File: src/rtl/link_control_fsm_pkg.sv
// Shared link-layer definitions: USB PID codes, controller state encoding and
// PID classification helpers.
package link_pkg;

  localparam logic [3:0] PID_IN    = 4'b1001;
  localparam logic [3:0] PID_OUT   = 4'b0001;
  localparam logic [3:0] PID_SETUP = 4'b1101;
  localparam logic [3:0] PID_DATA0 = 4'b0011;
  localparam logic [3:0] PID_DATA1 = 4'b1011;
  localparam logic [3:0] PID_ACK   = 4'b0010;
  localparam logic [3:0] PID_NAK   = 4'b1010;
  localparam logic [3:0] PID_STALL = 4'b1110;

  typedef enum logic [2:0] {
    ST_IDLE      = 3'd0,
    ST_TX_TOKEN  = 3'd1,
    ST_TX_DATA   = 3'd2,
    ST_WAIT_DATA = 3'd3,
    ST_WAIT_HS   = 3'd4,
    ST_TX_HS     = 3'd5
  } link_state_e;

  function automatic logic pid_is_data(input logic [3:0] pid);
    return (pid == PID_DATA0) || (pid == PID_DATA1);
  endfunction

  function automatic logic pid_is_hs(input logic [3:0] pid);
    return (pid == PID_ACK) || (pid == PID_NAK) || (pid == PID_STALL);
  endfunction

endpackage

File: src/rtl/link_control_fsm_if.sv
// Packet-level handshake between the link controller (master) and the
// token analyser / tx packet builder / phy side (slave).
interface link_control_fsm_if;
  logic [3:0] rx_pid;
  logic       rx_pid_en;
  logic       rx_eop;
  logic       tx_lp_sop_en;
  logic       tx_lp_eop_en;
  logic       tx_data_on;
  logic       crc5_en;
  logic       rx_handshake_on;
  logic       d_oe;

  modport master (
    input  rx_pid, rx_pid_en, rx_eop, tx_lp_sop_en, tx_lp_eop_en,
    output tx_data_on, crc5_en, rx_handshake_on, d_oe
  );

  modport slave (
    output rx_pid, rx_pid_en, rx_eop, tx_lp_sop_en, tx_lp_eop_en,
    input  tx_data_on, crc5_en, rx_handshake_on, d_oe
  );
endinterface

File: src/rtl/link_control_fsm_doe_turnaround.sv
// Phy output-enable control: raised on tx start, held for delay_threshold
// cycles after tx end so the bus turnaround stays driven.
module doe_turnaround #(
  parameter int unsigned DOE_W = 6
) (
  input  logic             clk,
  input  logic             rst,
  input  logic             sop,
  input  logic             eop,
  input  logic [DOE_W-1:0] delay_threshold,
  output logic             d_oe
);

  logic             d_oe_q, d_oe_d;
  logic             hold_q, hold_d;
  logic [DOE_W-1:0] cnt_q, cnt_d;

  // Set/hold sequencing; a new sop always wins and cancels a pending drop.
  always_comb begin
    d_oe_d = d_oe_q;
    hold_d = hold_q;
    cnt_d  = cnt_q;
    if (sop) begin
      d_oe_d = 1'b1;
      hold_d = 1'b0;
      cnt_d  = '0;
    end else if (eop) begin
      if (delay_threshold == '0) begin
        d_oe_d = 1'b0;
        hold_d = 1'b0;
        cnt_d  = '0;
      end else begin
        // The eop cycle itself is hold cycle zero, so counting starts at 1.
        hold_d = 1'b1;
        cnt_d  = DOE_W'(1);
      end
    end else if (hold_q) begin
      if (cnt_q >= delay_threshold) begin
        d_oe_d = 1'b0;
        hold_d = 1'b0;
        cnt_d  = '0;
      end else begin
        cnt_d = cnt_q + 1'b1;
      end
    end
  end

  // Turnaround state registers.
  always_ff @(posedge clk or negedge rst) begin
    if (!rst) begin
      d_oe_q <= 1'b0;
      hold_q <= 1'b0;
      cnt_q  <= '0;
    end else begin
      d_oe_q <= d_oe_d;
      hold_q <= hold_d;
      cnt_q  <= cnt_d;
    end
  end

  assign d_oe = d_oe_q;

endmodule

File: src/rtl/link_control_fsm.sv
// Link-layer controller: sequences token/data/handshake phases for host and
// device roles, with response timeout, bounded host retry and d_oe turnaround.
module link_control_fsm
  import link_pkg::*;
#(
  parameter int unsigned TO_W    = 16,
  parameter int unsigned DOE_W   = 6,
  parameter int unsigned RETRY_W = 2
) (
  input  logic               clk,
  input  logic               rst,
  input  logic [TO_W-1:0]    time_threshold,
  input  logic [DOE_W-1:0]   delay_threshold,
  input  logic [RETRY_W-1:0] max_retry,
  input  logic               host_dir_out,
  input  logic               ms,
  link_control_fsm_if.master lnk,
  output logic               time_out,
  output logic               retry_req,
  output logic               xfer_done,
  output logic               xfer_fail,
  output logic [2:0]         state_o
);

  link_state_e        state_q, state_d;
  logic               role_q, role_d;
  logic [TO_W-1:0]    timer_q, timer_d;
  logic [RETRY_W-1:0] retry_q, retry_d;
  logic time_out_q, time_out_d, retry_req_q, retry_req_d;
  logic xfer_done_q, xfer_done_d, xfer_fail_q, xfer_fail_d;
  logic tx_data_on_q, tx_data_on_d, crc5_en_q, crc5_en_d, rx_hs_on_q, rx_hs_on_d;

  logic host, tok_rx, data_rx, hs_rx, wait_st, expired;

  // Role is live in IDLE and frozen for the rest of the transfer.
  assign host    = (state_q == ST_IDLE) ? ms : role_q;
  assign tok_rx  = lnk.rx_pid_en && lnk.rx_eop;
  assign data_rx = tok_rx && pid_is_data(lnk.rx_pid);
  assign hs_rx   = lnk.rx_pid_en && pid_is_hs(lnk.rx_pid);
  assign wait_st = (state_q == ST_WAIT_DATA) || (state_q == ST_WAIT_HS);
  assign expired = wait_st && (timer_q == time_threshold);

  // Next-state, timer, retry and pulse logic; a valid PID in the expiry cycle beats the timeout.
  always_comb begin
    state_d     = state_q;
    role_d      = host;
    retry_d     = retry_q;
    time_out_d  = 1'b0;
    retry_req_d = 1'b0;
    xfer_done_d = 1'b0;
    xfer_fail_d = 1'b0;
    case (state_q)
      ST_IDLE: begin
        if (ms) begin
          if (lnk.tx_lp_sop_en) state_d = ST_TX_TOKEN;
        end else if (tok_rx && (lnk.rx_pid == PID_IN)) begin
          state_d = ST_TX_DATA;
        end else if (tok_rx && ((lnk.rx_pid == PID_OUT) || (lnk.rx_pid == PID_SETUP))) begin
          state_d = ST_WAIT_DATA;
        end
      end
      ST_TX_TOKEN: if (lnk.tx_lp_eop_en) state_d = host_dir_out ? ST_TX_DATA : ST_WAIT_DATA;
      ST_TX_DATA:  if (lnk.tx_lp_eop_en) state_d = ST_WAIT_HS;
      ST_WAIT_DATA: begin
        if (data_rx) begin
          state_d = ST_TX_HS;
        end else if (host && hs_rx && (lnk.rx_pid != PID_ACK)) begin
          state_d     = ST_IDLE;
          xfer_done_d = 1'b1;
        end else if (expired) begin
          state_d    = ST_IDLE;
          time_out_d = 1'b1;
        end
      end
      ST_WAIT_HS: begin
        if (hs_rx) begin
          state_d     = ST_IDLE;
          xfer_done_d = 1'b1;
        end else if (expired) begin
          state_d    = ST_IDLE;
          time_out_d = 1'b1;
        end
      end
      ST_TX_HS: begin
        if (lnk.tx_lp_eop_en) begin
          state_d     = ST_IDLE;
          xfer_done_d = 1'b1;
        end
      end
      default: state_d = ST_IDLE;
    endcase

    if (time_out_d && host) begin
      if (retry_q < max_retry) begin
        retry_d     = retry_q + 1'b1;
        retry_req_d = 1'b1;
      end else begin
        retry_d     = '0;
        xfer_fail_d = 1'b1;
      end
    end
    if (xfer_done_d) retry_d = '0;

    // Timer restarts from zero on any wait-state entry and saturates.
    if ((state_d == state_q) && wait_st) timer_d = (timer_q == '1) ? timer_q : timer_q + 1'b1;
    else                                 timer_d = '0;

    tx_data_on_d = (state_d == ST_TX_DATA);
    crc5_en_d    = (state_d == ST_TX_TOKEN);
    rx_hs_on_d   = (state_d == ST_WAIT_HS);
  end

  // State, counters and registered outputs.
  always_ff @(posedge clk or negedge rst) begin
    if (!rst) begin
      state_q      <= ST_IDLE;
      role_q       <= 1'b0;
      timer_q      <= '0;
      retry_q      <= '0;
      time_out_q   <= 1'b0;
      retry_req_q  <= 1'b0;
      xfer_done_q  <= 1'b0;
      xfer_fail_q  <= 1'b0;
      tx_data_on_q <= 1'b0;
      crc5_en_q    <= 1'b0;
      rx_hs_on_q   <= 1'b0;
    end else begin
      state_q      <= state_d;
      role_q       <= role_d;
      timer_q      <= timer_d;
      retry_q      <= retry_d;
      time_out_q   <= time_out_d;
      retry_req_q  <= retry_req_d;
      xfer_done_q  <= xfer_done_d;
      xfer_fail_q  <= xfer_fail_d;
      tx_data_on_q <= tx_data_on_d;
      crc5_en_q    <= crc5_en_d;
      rx_hs_on_q   <= rx_hs_on_d;
    end
  end

  doe_turnaround #(.DOE_W(DOE_W)) u_doe (
    .clk             (clk),
    .rst             (rst),
    .sop             (lnk.tx_lp_sop_en),
    .eop             (lnk.tx_lp_eop_en),
    .delay_threshold (delay_threshold),
    .d_oe            (lnk.d_oe)
  );

  assign lnk.tx_data_on      = tx_data_on_q;
  assign lnk.crc5_en         = crc5_en_q;
  assign lnk.rx_handshake_on = rx_hs_on_q;
  assign time_out            = time_out_q;
  assign retry_req           = retry_req_q;
  assign xfer_done           = xfer_done_q;
  assign xfer_fail           = xfer_fail_q;
  assign state_o             = state_q;

endmodule

File: src/flat_wrapper.sv
// flat-port wrapper written by rule: the top's interface ports become plain ports
module link_control_fsm_flat import link_pkg::*;
#(
  parameter int unsigned TO_W    = 16,
  parameter int unsigned DOE_W   = 6,
  parameter int unsigned RETRY_W = 2
)
  (clk, rst, time_threshold, delay_threshold, max_retry, host_dir_out, ms, time_out, retry_req, xfer_done, xfer_fail, state_o, lnk_rx_pid, lnk_rx_pid_en, lnk_rx_eop, lnk_tx_lp_sop_en, lnk_tx_lp_eop_en, lnk_tx_data_on, lnk_crc5_en, lnk_rx_handshake_on, lnk_d_oe);
  link_control_fsm_if lnk_i ();
  input  logic clk;
  input  logic rst;
  input  logic [TO_W-1:0] time_threshold;
  input  logic [DOE_W-1:0] delay_threshold;
  input  logic [RETRY_W-1:0] max_retry;
  input  logic host_dir_out;
  input  logic ms;
  output logic time_out;
  output logic retry_req;
  output logic xfer_done;
  output logic xfer_fail;
  output logic [2:0] state_o;
  input wire logic [$bits(lnk_i.rx_pid)-1:0] lnk_rx_pid;
  input wire logic [$bits(lnk_i.rx_pid_en)-1:0] lnk_rx_pid_en;
  input wire logic [$bits(lnk_i.rx_eop)-1:0] lnk_rx_eop;
  input wire logic [$bits(lnk_i.tx_lp_sop_en)-1:0] lnk_tx_lp_sop_en;
  input wire logic [$bits(lnk_i.tx_lp_eop_en)-1:0] lnk_tx_lp_eop_en;
  output wire logic [$bits(lnk_i.tx_data_on)-1:0] lnk_tx_data_on;
  output wire logic [$bits(lnk_i.crc5_en)-1:0] lnk_crc5_en;
  output wire logic [$bits(lnk_i.rx_handshake_on)-1:0] lnk_rx_handshake_on;
  output wire logic [$bits(lnk_i.d_oe)-1:0] lnk_d_oe;
  assign lnk_i.rx_pid = lnk_rx_pid;
  assign lnk_i.rx_pid_en = lnk_rx_pid_en;
  assign lnk_i.rx_eop = lnk_rx_eop;
  assign lnk_i.tx_lp_sop_en = lnk_tx_lp_sop_en;
  assign lnk_i.tx_lp_eop_en = lnk_tx_lp_eop_en;
  assign lnk_tx_data_on = lnk_i.tx_data_on;
  assign lnk_crc5_en = lnk_i.crc5_en;
  assign lnk_rx_handshake_on = lnk_i.rx_handshake_on;
  assign lnk_d_oe = lnk_i.d_oe;
  link_control_fsm #(.TO_W(TO_W), .DOE_W(DOE_W), .RETRY_W(RETRY_W)) u_core (.clk(clk), .rst(rst), .time_threshold(time_threshold), .delay_threshold(delay_threshold), .max_retry(max_retry), .host_dir_out(host_dir_out), .ms(ms), .lnk(lnk_i), .time_out(time_out), .retry_req(retry_req), .xfer_done(xfer_done), .xfer_fail(xfer_fail), .state_o(state_o));
endmodule
File: config.mk
export PLATFORM = sky130hd
export DESIGN_NAME = link_control_fsm_flat
export DESIGN_NICKNAME = d
export VERILOG_FILES = /design/src/rtl/link_control_fsm_pkg.sv /design/src/rtl/link_control_fsm_if.sv /design/src/rtl/link_control_fsm_doe_turnaround.sv /design/src/rtl/link_control_fsm.sv /design/src/flat_wrapper.sv
export SDC_FILE = /design/constraint.sdc
export NUM_CORES = 1
export LEC_CHECK = 0
export BUFFER_PORTS_ARGS = -buffer_cell sky130_fd_sc_hd__buf_2
export CORE_ASPECT_RATIO = 1.2
export CORE_UTILIZATION = 28
export CTS_BUF_LIST = sky130_fd_sc_hd__clkbuf_4
export DETAILED_ROUTE_END_ITERATION = 10
export GPL_ROUTABILITY_DRIVEN = 0
export PLACE_DENSITY_LB_ADDON = 0.25
export SYNTH_ARGS = -nofsm -noshare
export SYNTH_HDL_FRONTEND = slang
export SYNTH_SLANG_ARGS = --single-unit
File: constraint.sdc
create_clock -name clk -period 3.4 [get_ports clk]
set_input_delay 0.17 -clock clk [delete_from_list [all_inputs] [get_ports clk]]
set_output_delay 0.17 -clock clk [all_outputs]
set_load 0.02 [all_outputs]
==> metrics.txt, run 1 <==
result of the run finished, final reports clean; initial cell density of the core between 20% and 30%; maximum number of pins on one net before global-route repair 38; top cells by area, synth sky130_fd_sc_hd__dfrtp_1, sky130_fd_sc_hd__xnor2_1, sky130_fd_sc_hd__ha_1; number of enable-type register cells in the synthesized netlist 0; final non-filler cell area between 2000 and 3000 sq um; Critical Path Max Stage Delay approximately 600 ps; worst-margin pin slew 856.6 ps; Synthesized Nets approximately 310; post-detailed-route DRC marker count 0; average instance area after synthesis between 8 and 9 sq um; top cell type's share of synthesized area 38.72%; post-place instance area approximately 2700 sq um; relative contribution of the clock network to total power about a fifth; Overall Global Routing Usage between 10% and 20%; Sink Count 37; die width between 80 and 90 microns; standby leakage power roughly 1.3 nW; post-synthesis async set-or-reset flop share 100.0%; clock edge transition at the registers on the reported setup and hold paths approximately 110 ps; layout cell share with drive strength beyond 1 a little over a fifth; routed vias/inst 4.786; cell type contributing the most total cell area after synthesis sky130_fd_sc_hd__dfrtp_1; post-route setup TNS 0 ps; part of the Yosys area used for sequential elements about two fifths; number of hold violations in the final report 0; Yosys cell types 52; maximum capacitance violations 0; setup repair after global routing missed its margin false; switching part of the total between 30% and 40%; deepest clock path buffer count 2; relative area change from synthesis to final layout 16.90%; sequence of cells on the critical path nor3_1, mux2i_1, nor2_1, o21ai_2, nand2_1, and4_1; switching power around 0.49 mW; antenna diode count 0; maximum vdd drop between 0.0001 and 0.00015 V; total detailed-routing wirelength around 5800 microns; final hold slack roughly 100 ps; number of storage elements in the synthesis netlist 37; vertical die dimension a little over 100 microns; Worst Hold Class in2reg; full die area 8914 sq um; CTS tree done; most frequent standard cell in the layout excluding fill and tap cells sky130_fd_sc_hd__buf_2; combinational fraction of design power around 33%; most used flip-flop cell after synthesis sky130_fd_sc_hd__dfrtp_1; wire length of the first global-routing pass 9515 microns; Detailed Route Iter0 Violations about 130; vias in the first global route between 1500 and 2000; clk_lat worst skew 350 ps; top library cells by usage in the layout, fill and taps aside sky130_fd_sc_hd__buf_2, sky130_fd_sc_hd__dfrtp_1, sky130_fd_sc_hd__nor2_1, sky130_fd_sc_hd__nand2_1, sky130_fd_sc_hd__a21oi_1; count of H-tree levels built during CTS 2; Final Max Tran Viols 0; post-layout util between 30% and 40%; Critical Path AT approximately 2800 ps; Yosys warning total 0; Crit Path Category reg2reg; Mapped Area approximately 2400 sq um; sequential cell fraction of total power a little under half; crit path launch type flop; total area of sequential cells ~930 sq um; nature of the critical path endpoint flop; initial antenna violation count 0; grt total ovfl 0; Critical Path Fanout Max 17; Worst slew margin a little over two fifths; slowest stage cell, crit path sky130_fd_sc_hd__dfrtp_1; final worst path period share 74.87%; multi-input combinational cell area 1374 sq um; Post-Synthesis Cells ~270; WHS Path Cells 2; data required time at the worst endpoint between 3000 and 4000 ps; internal cell power 0.7569 mW; drt first pass iters 6; final critical path time including I/O delays and setup 2546 ps; Final Skew roughly 11 ps; quantity of I/O buffers inserted on ports 46; final antenna-violating net count 0; CTS buffer count 5; number of fill cells 910; Net count, final between 300 and 400; worst-case reg-to-reg path depth 6; Final HPWL DP roughly 4300 microns; Setup violations, final 0; maximum achievable frequency between 300 and 400 MHz; root buffer cell sky130_fd_sc_hd__clkbuf_4; total vias in the final route between 2000 and 2500; drt wl/cell 13.42 microns; count of standard-cell rows 36; power density over the cells 446.0 nW/um^2; number of I/O pins 47; Floorplan Core Area ~8000 sq um
-- synthesized netlist by cell type, types with 2 or more instances --
cell type and number:
sky130_fd_sc_hd__a31oi_1 5, sky130_fd_sc_hd__nand2_1 20, sky130_fd_sc_hd__dfrtp_1 37, sky130_fd_sc_hd__a21oi_1 16
sky130_fd_sc_hd__a21o_1 2, sky130_fd_sc_hd__nor3_1 13, sky130_fd_sc_hd__a211oi_1 2, sky130_fd_sc_hd__and2b_1 2
sky130_fd_sc_hd__xnor2_1 15, sky130_fd_sc_hd__inv_1 14, sky130_fd_sc_hd__nor2_1 27, sky130_fd_sc_hd__nand3_1 9
sky130_fd_sc_hd__ha_1 9, sky130_fd_sc_hd__o21ai_0 7, sky130_fd_sc_hd__nor2b_1 7, sky130_fd_sc_hd__nand2b_1 6
sky130_fd_sc_hd__nand4_1 15, sky130_fd_sc_hd__nand3b_1 2, sky130_fd_sc_hd__or4b_2 2, sky130_fd_sc_hd__clkbuf_1 4
sky130_fd_sc_hd__and3_1 4, sky130_fd_sc_hd__and4_1 2, sky130_fd_sc_hd__mux2i_1 3, sky130_fd_sc_hd__xor2_1 9
sky130_fd_sc_hd__nor4_1 4, sky130_fd_sc_hd__o21ai_2 2, sky130_fd_sc_hd__nand4b_1 3, sky130_fd_sc_hd__a31o_2 2
-- logic make-up after synthesis --
logic type                 Yosys count  synth area share [%]
AOI/OAI and AO/OA                   47                 12.77
xor gates and xnor gates            25                 9.472
adders and majority gates            9                 4.710
buffers and inverters               21                 3.820
DFF                                 37                 38.72
muxes                                3                 1.256
and+or+nand+nor                    125                 29.25
-- worst paths after layout --
| check | start | to | slack, ps |
|---|---|---|---|
| worst max-delay path | u_core.state_o[0]$_DFF_PN0_ | u_core.lnk.crc5_en$_DFF_PN0_ | 850 |
| worst min-delay path | lnk_tx_lp_sop_en | u_core.u_doe.cnt_q[5]$_DFFE_PN0P_ | 100 |
| worst max register to register | u_core.state_o[0]$_DFF_PN0_ | u_core.lnk.crc5_en$_DFF_PN0_ | 850 |
| worst min register to register | u_core.u_doe.d_oe$_DFFE_PN0P_ | u_core.u_doe.d_oe$_DFFE_PN0P_ | 530 |
| max in group asynchronous | rst | u_core.u_doe.cnt_q[3]$_DFFE_PN0P_ | 2400 |
| min in group asynchronous | rst | u_core.timer_q[0]$_DFFE_PN0P_ | 450 |
-- metal layers --
layer	track usage (%)	up-vias	wire length (microns)
li1	-	1057	-
met1	18.94	946	2851
met2	21.61	48	2644
met3	2.857	2	244
met4	4.615	0	17
met5	0	-	0
-- metrics by stage --
stage          std cells  power, mW  worst slack (ps)
6_report             429      1.247             854.3
5_1_grt              429      1.332             611.8
4_1_cts              429      1.263             853.5
3_5_place_dp         420     0.9952             891.5
3_3_place_gp         420     0.9847             959.6
2_1_floorplan        267     0.8579              1384
-- repair_timing --
| item | 4_1_cts | 5_1_grt |
|---|---|---|
| endpoints found under the hold margin | 37 | 0 |
| gates resized for setup | 0 | 0 |
| hold buffers | 1 | 0 |
| buffers inserted | 0 | 0 |
-- sequential cells by signal, summed over array words and instances (netlist names) --
name                        cells
u_core.timer_q                 16
u_core.u_doe.cnt_q              6
u_core.state_o                  3
u_core.retry_q                  2
u_core.lnk.crc5_en              1
u_core.lnk.rx_handshake_on      1
u_core.lnk.tx_data_on           1
u_core.retry_req                1
u_core.role_q                   1
u_core.time_out                 1
u_core.u_doe.d_oe               1
u_core.u_doe.hold_q             1
u_core.xfer_done                1
u_core.xfer_fail                1
-- worst max-delay path: cells and delay by family (launching register included) --
family,cells,cell delay (ps)
AO/OA/AOI/OAI,1,210
flip-flops,1,590
AND/OR/NAND/NOR,4,1240
multiplexers,1,410
-- power by group through the flow --
stage / combinational (mW) / sequential [mW] / clock, mW
2_1_floorplan: 0.269 / 0.589 / 0
3_3_place_gp: 0.409 / 0.576 / 0
3_5_place_dp: 0.414 / 0.581 / 0
4_1_cts: 0.418 / 0.572 / 0.273
5_1_grt: 0.461 / 0.582 / 0.289
6_report: 0.415 / 0.572 / 0.259
-- layout make-up --
cell class / instances / share of cell area, %
clock buffers: 8 / 2.149
inverters: 14 / 1.880
well taps: 114 / 5.103
repair buffers: 47 / 8.594
multi-input cells: 209 / 49.15
flip-flops and latches: 37 / 33.12
No activity file was read; power rests on OpenSTA's default activity.
==> inputs of run 2 (changes only) <==
Clock period 3.4 ns to 2.65 ns, I/O delays scaled along.
==> metrics.txt, run 2 (synthesis results as in run 1) <==
grt total ovfl 0 (unchanged); sequence of cells on the critical path nor3_1, mux2i_1, nor2_1, o21ai_2, nand2_1, buf_4, a311oi_1; routed vias/inst 4.847 (+1.3%); Final Skew 10.60 ps (+0.008600 ps); number of hold violations in the final report 0 (unchanged); crit path launch type flop; CTS tree done; post-layout util 34.22% (+0.12 points); clock edge transition at the registers on the reported setup and hold paths 120 ps (about the same); data required time at the worst endpoint 2890 ps (-750 ps); Crit Path Category reg2reg; initial antenna violation count 0 (unchanged); Final HPWL DP 4347 microns (about the same); standby leakage power 1.273 nW (+0.62%); number of I/O pins 47 (unchanged); min-delay src lnk_tx_lp_sop_en; final worst path period share 80.96% (+6.1 points); wire length of the first global-routing pass 9349 microns (-1.7%); number of fill cells 896 (-1.5%); Resize count post-CTS 0 (unchanged); clk_lat worst skew 340 ps (about the same); maximum number of pins on one net before global-route repair 38 (unchanged); WHS Path Cells 2 (unchanged); maximum achievable frequency 466.1 MHz (+19%); drt wl/cell 13.16 microns (-2.0%); power density over the cells 564.7 nW/um^2 (+27%); worst reg2reg startpoint u_core.state_o[1]$_DFF_PN0_; relative area change from synthesis to final layout 17.32%; Final Max Tran Viols 0 (unchanged); CTS buffer count 5 (unchanged); capture endpoint of the worst hold path u_core.u_doe.cnt_q[3]$_DFFE_PN0P_; post-place instance area 2740 sq um (+0.55%); Critical Path AT 2390 ps (-400 ps); Critical Path Fanout Max 17 (unchanged); final critical path time including I/O delays and setup 2145 ps (-400.4 ps); total vias in the final route 2089 (+1.8%); full die area 8914 sq um (unchanged); result of the run finished, final reports clean; maximum capacitance violations 0 (unchanged); Worst slew margin 43.05% (+0.16 points); root buffer cell sky130_fd_sc_hd__clkbuf_4; deepest clock path buffer count 2 (unchanged); maximum vdd drop 0.0002069 V (+48%); die width 86.36 microns (unchanged); total detailed-routing wirelength 5672 microns (-1.5%); Floorplan Core Area 8198 sq um (unchanged); vias in the first global route 2002 (+2.1%); endpoint of the worst-slack reg-to-reg timing path u_core.timer_q[4]$_DFFE_PN0P_; quantity of I/O buffers inserted on ports 46 (unchanged); worst-margin pin slew 854.3 ps (-2.336 ps); Overall Global Routing Usage 13.43% (-0.34 points); drt first pass iters 4 (-2); postcts setup bufs 0 (unchanged); post-route setup TNS 0 ps (unchanged); layout cell share with drive strength beyond 1 22.08% (+0.49 points); Sink Count 37 (unchanged); Worst Hold Class in2reg; post-detailed-route DRC marker count 0 (unchanged); slowest stage cell, crit path sky130_fd_sc_hd__dfrtp_1; top library cells by usage in the layout, fill and taps aside sky130_fd_sc_hd__buf_2, sky130_fd_sc_hd__dfrtp_1, sky130_fd_sc_hd__nor2_1, sky130_fd_sc_hd__nand2_1, sky130_fd_sc_hd__a21oi_1; antenna diode count 0 (unchanged); Net count, final 361 (+0.56%); final antenna-violating net count 0 (unchanged); flip-flop count of the largest register after layout 16 (unchanged); register ranked first by flip-flop count u_core.timer_q; Detailed Route Iter0 Violations 85 (-32%); Setup violations, final 0 (unchanged); count of H-tree levels built during CTS 2 (unchanged); final non-filler cell area 2805 sq um (+0.36%); setup repair after global routing missed its margin false; initial cell density of the core 29.17% (unchanged); nature of the critical path endpoint flop; count of standard-cell rows 36 (unchanged); Critical Path Max Stage Delay 510 ps (-80 ps); vertical die dimension 103.2 microns (unchanged); worst-case reg-to-reg path depth 7 (+1); internal reg-to-reg setup slack 500 ps (-350 ps); most frequent standard cell in the layout excluding fill and tap cells sky130_fd_sc_hd__buf_2
==> run 2: changes by cell type in the layout (fill, tap and decap cells not counted), sizes merged <==
cell	before	now
clkbuf	8	6
buf	46	48
clkinv	0	2
==> run 2: critical path, delay by kind of cell (launching register included) <==
kind,cells,cell delay [ps]
buf+inv,1,200
compound gates,2,410
mux,1,400
flops,1,510
simple gates,3,530
==> run 2: area by class of cell <==
class	instances	area (sq um)	area share [%]
multi-input cells	209	1374	48.97
flip-flops and latches	37	925.9	33.01
repair buffers	49	255.2	9.099
well taps	114	142.6	5.085
inverters	14	52.55	1.873
clock buffers	6	45.04	1.606
clock inverters	2	10.01	0.3568
==> run 2: how the worst max path moves through the flow <==
stage / endpoint / slack, ps / startpoint / cells after the start
2_1_floorplan: u_core.lnk.crc5_en$_DFF_PN0_ / 630 / u_core.state_o[1]$_DFF_PN0_ / 7
3_3_place_gp: u_core.retry_q[1]$_DFFE_PN0P_ / 520 / u_core.timer_q[15]$_DFFE_PN0P_ / 5
3_5_place_dp: u_core.lnk.crc5_en$_DFF_PN0_ / 520 / u_core.state_o[1]$_DFF_PN0_ / 6
4_1_cts: u_core.lnk.tx_data_on$_DFF_PN0_ / 490 / u_core.state_o[1]$_DFF_PN0_ / 6
5_1_grt: u_core.timer_q[4]$_DFFE_PN0P_ / 280 / u_core.state_o[1]$_DFF_PN0_ / 7
6_report: u_core.timer_q[4]$_DFFE_PN0P_ / 500 / u_core.state_o[1]$_DFF_PN0_ / 7
==> run 2: per-layer routing <==
metal / wire (microns) / vias up / global-route usage [%]
met2: 2494 / 64 / 21.43
met5: 0 / - / 0
met3: 335 / 12 / 2.937
li1: - / 1058 / -
met1: 2705 / 955 / 17.76
met4: 137 / 0 / 5.385
==> run 2: report_power, final <==
part | internal [mW] | total, mW | switching (mW) | leakage [nW]
registers | 0.625 | 0.699 | 0.0745 | 0.500
logic | 0.229 | 0.579 | 0.349 | 0.738
clock network | 0.112 | 0.306 | 0.195 | 0.0354
total | 0.966 | 1.58 | 0.618 | 1.27
==> run 2: repair_timing <==
action	in CTS	in global routing
endpoints found under the setup margin	0	0
hold endpoints to repair	37	0
hold buffers	1	0
==> run 2: metrics by stage <==
step	setup WS, ps	cells	power [mW]	hold WS, ps
final	504.7	431	1.584	66.89
after global routing	277.9	431	1.702	51.34
after CTS	494.5	431	1.615	45.46
after detailed placement	515.7	422	1.297	307.3
after global placement	517.3	422	1.287	291.0
after floorplan	633.5	267	1.101	-163.1
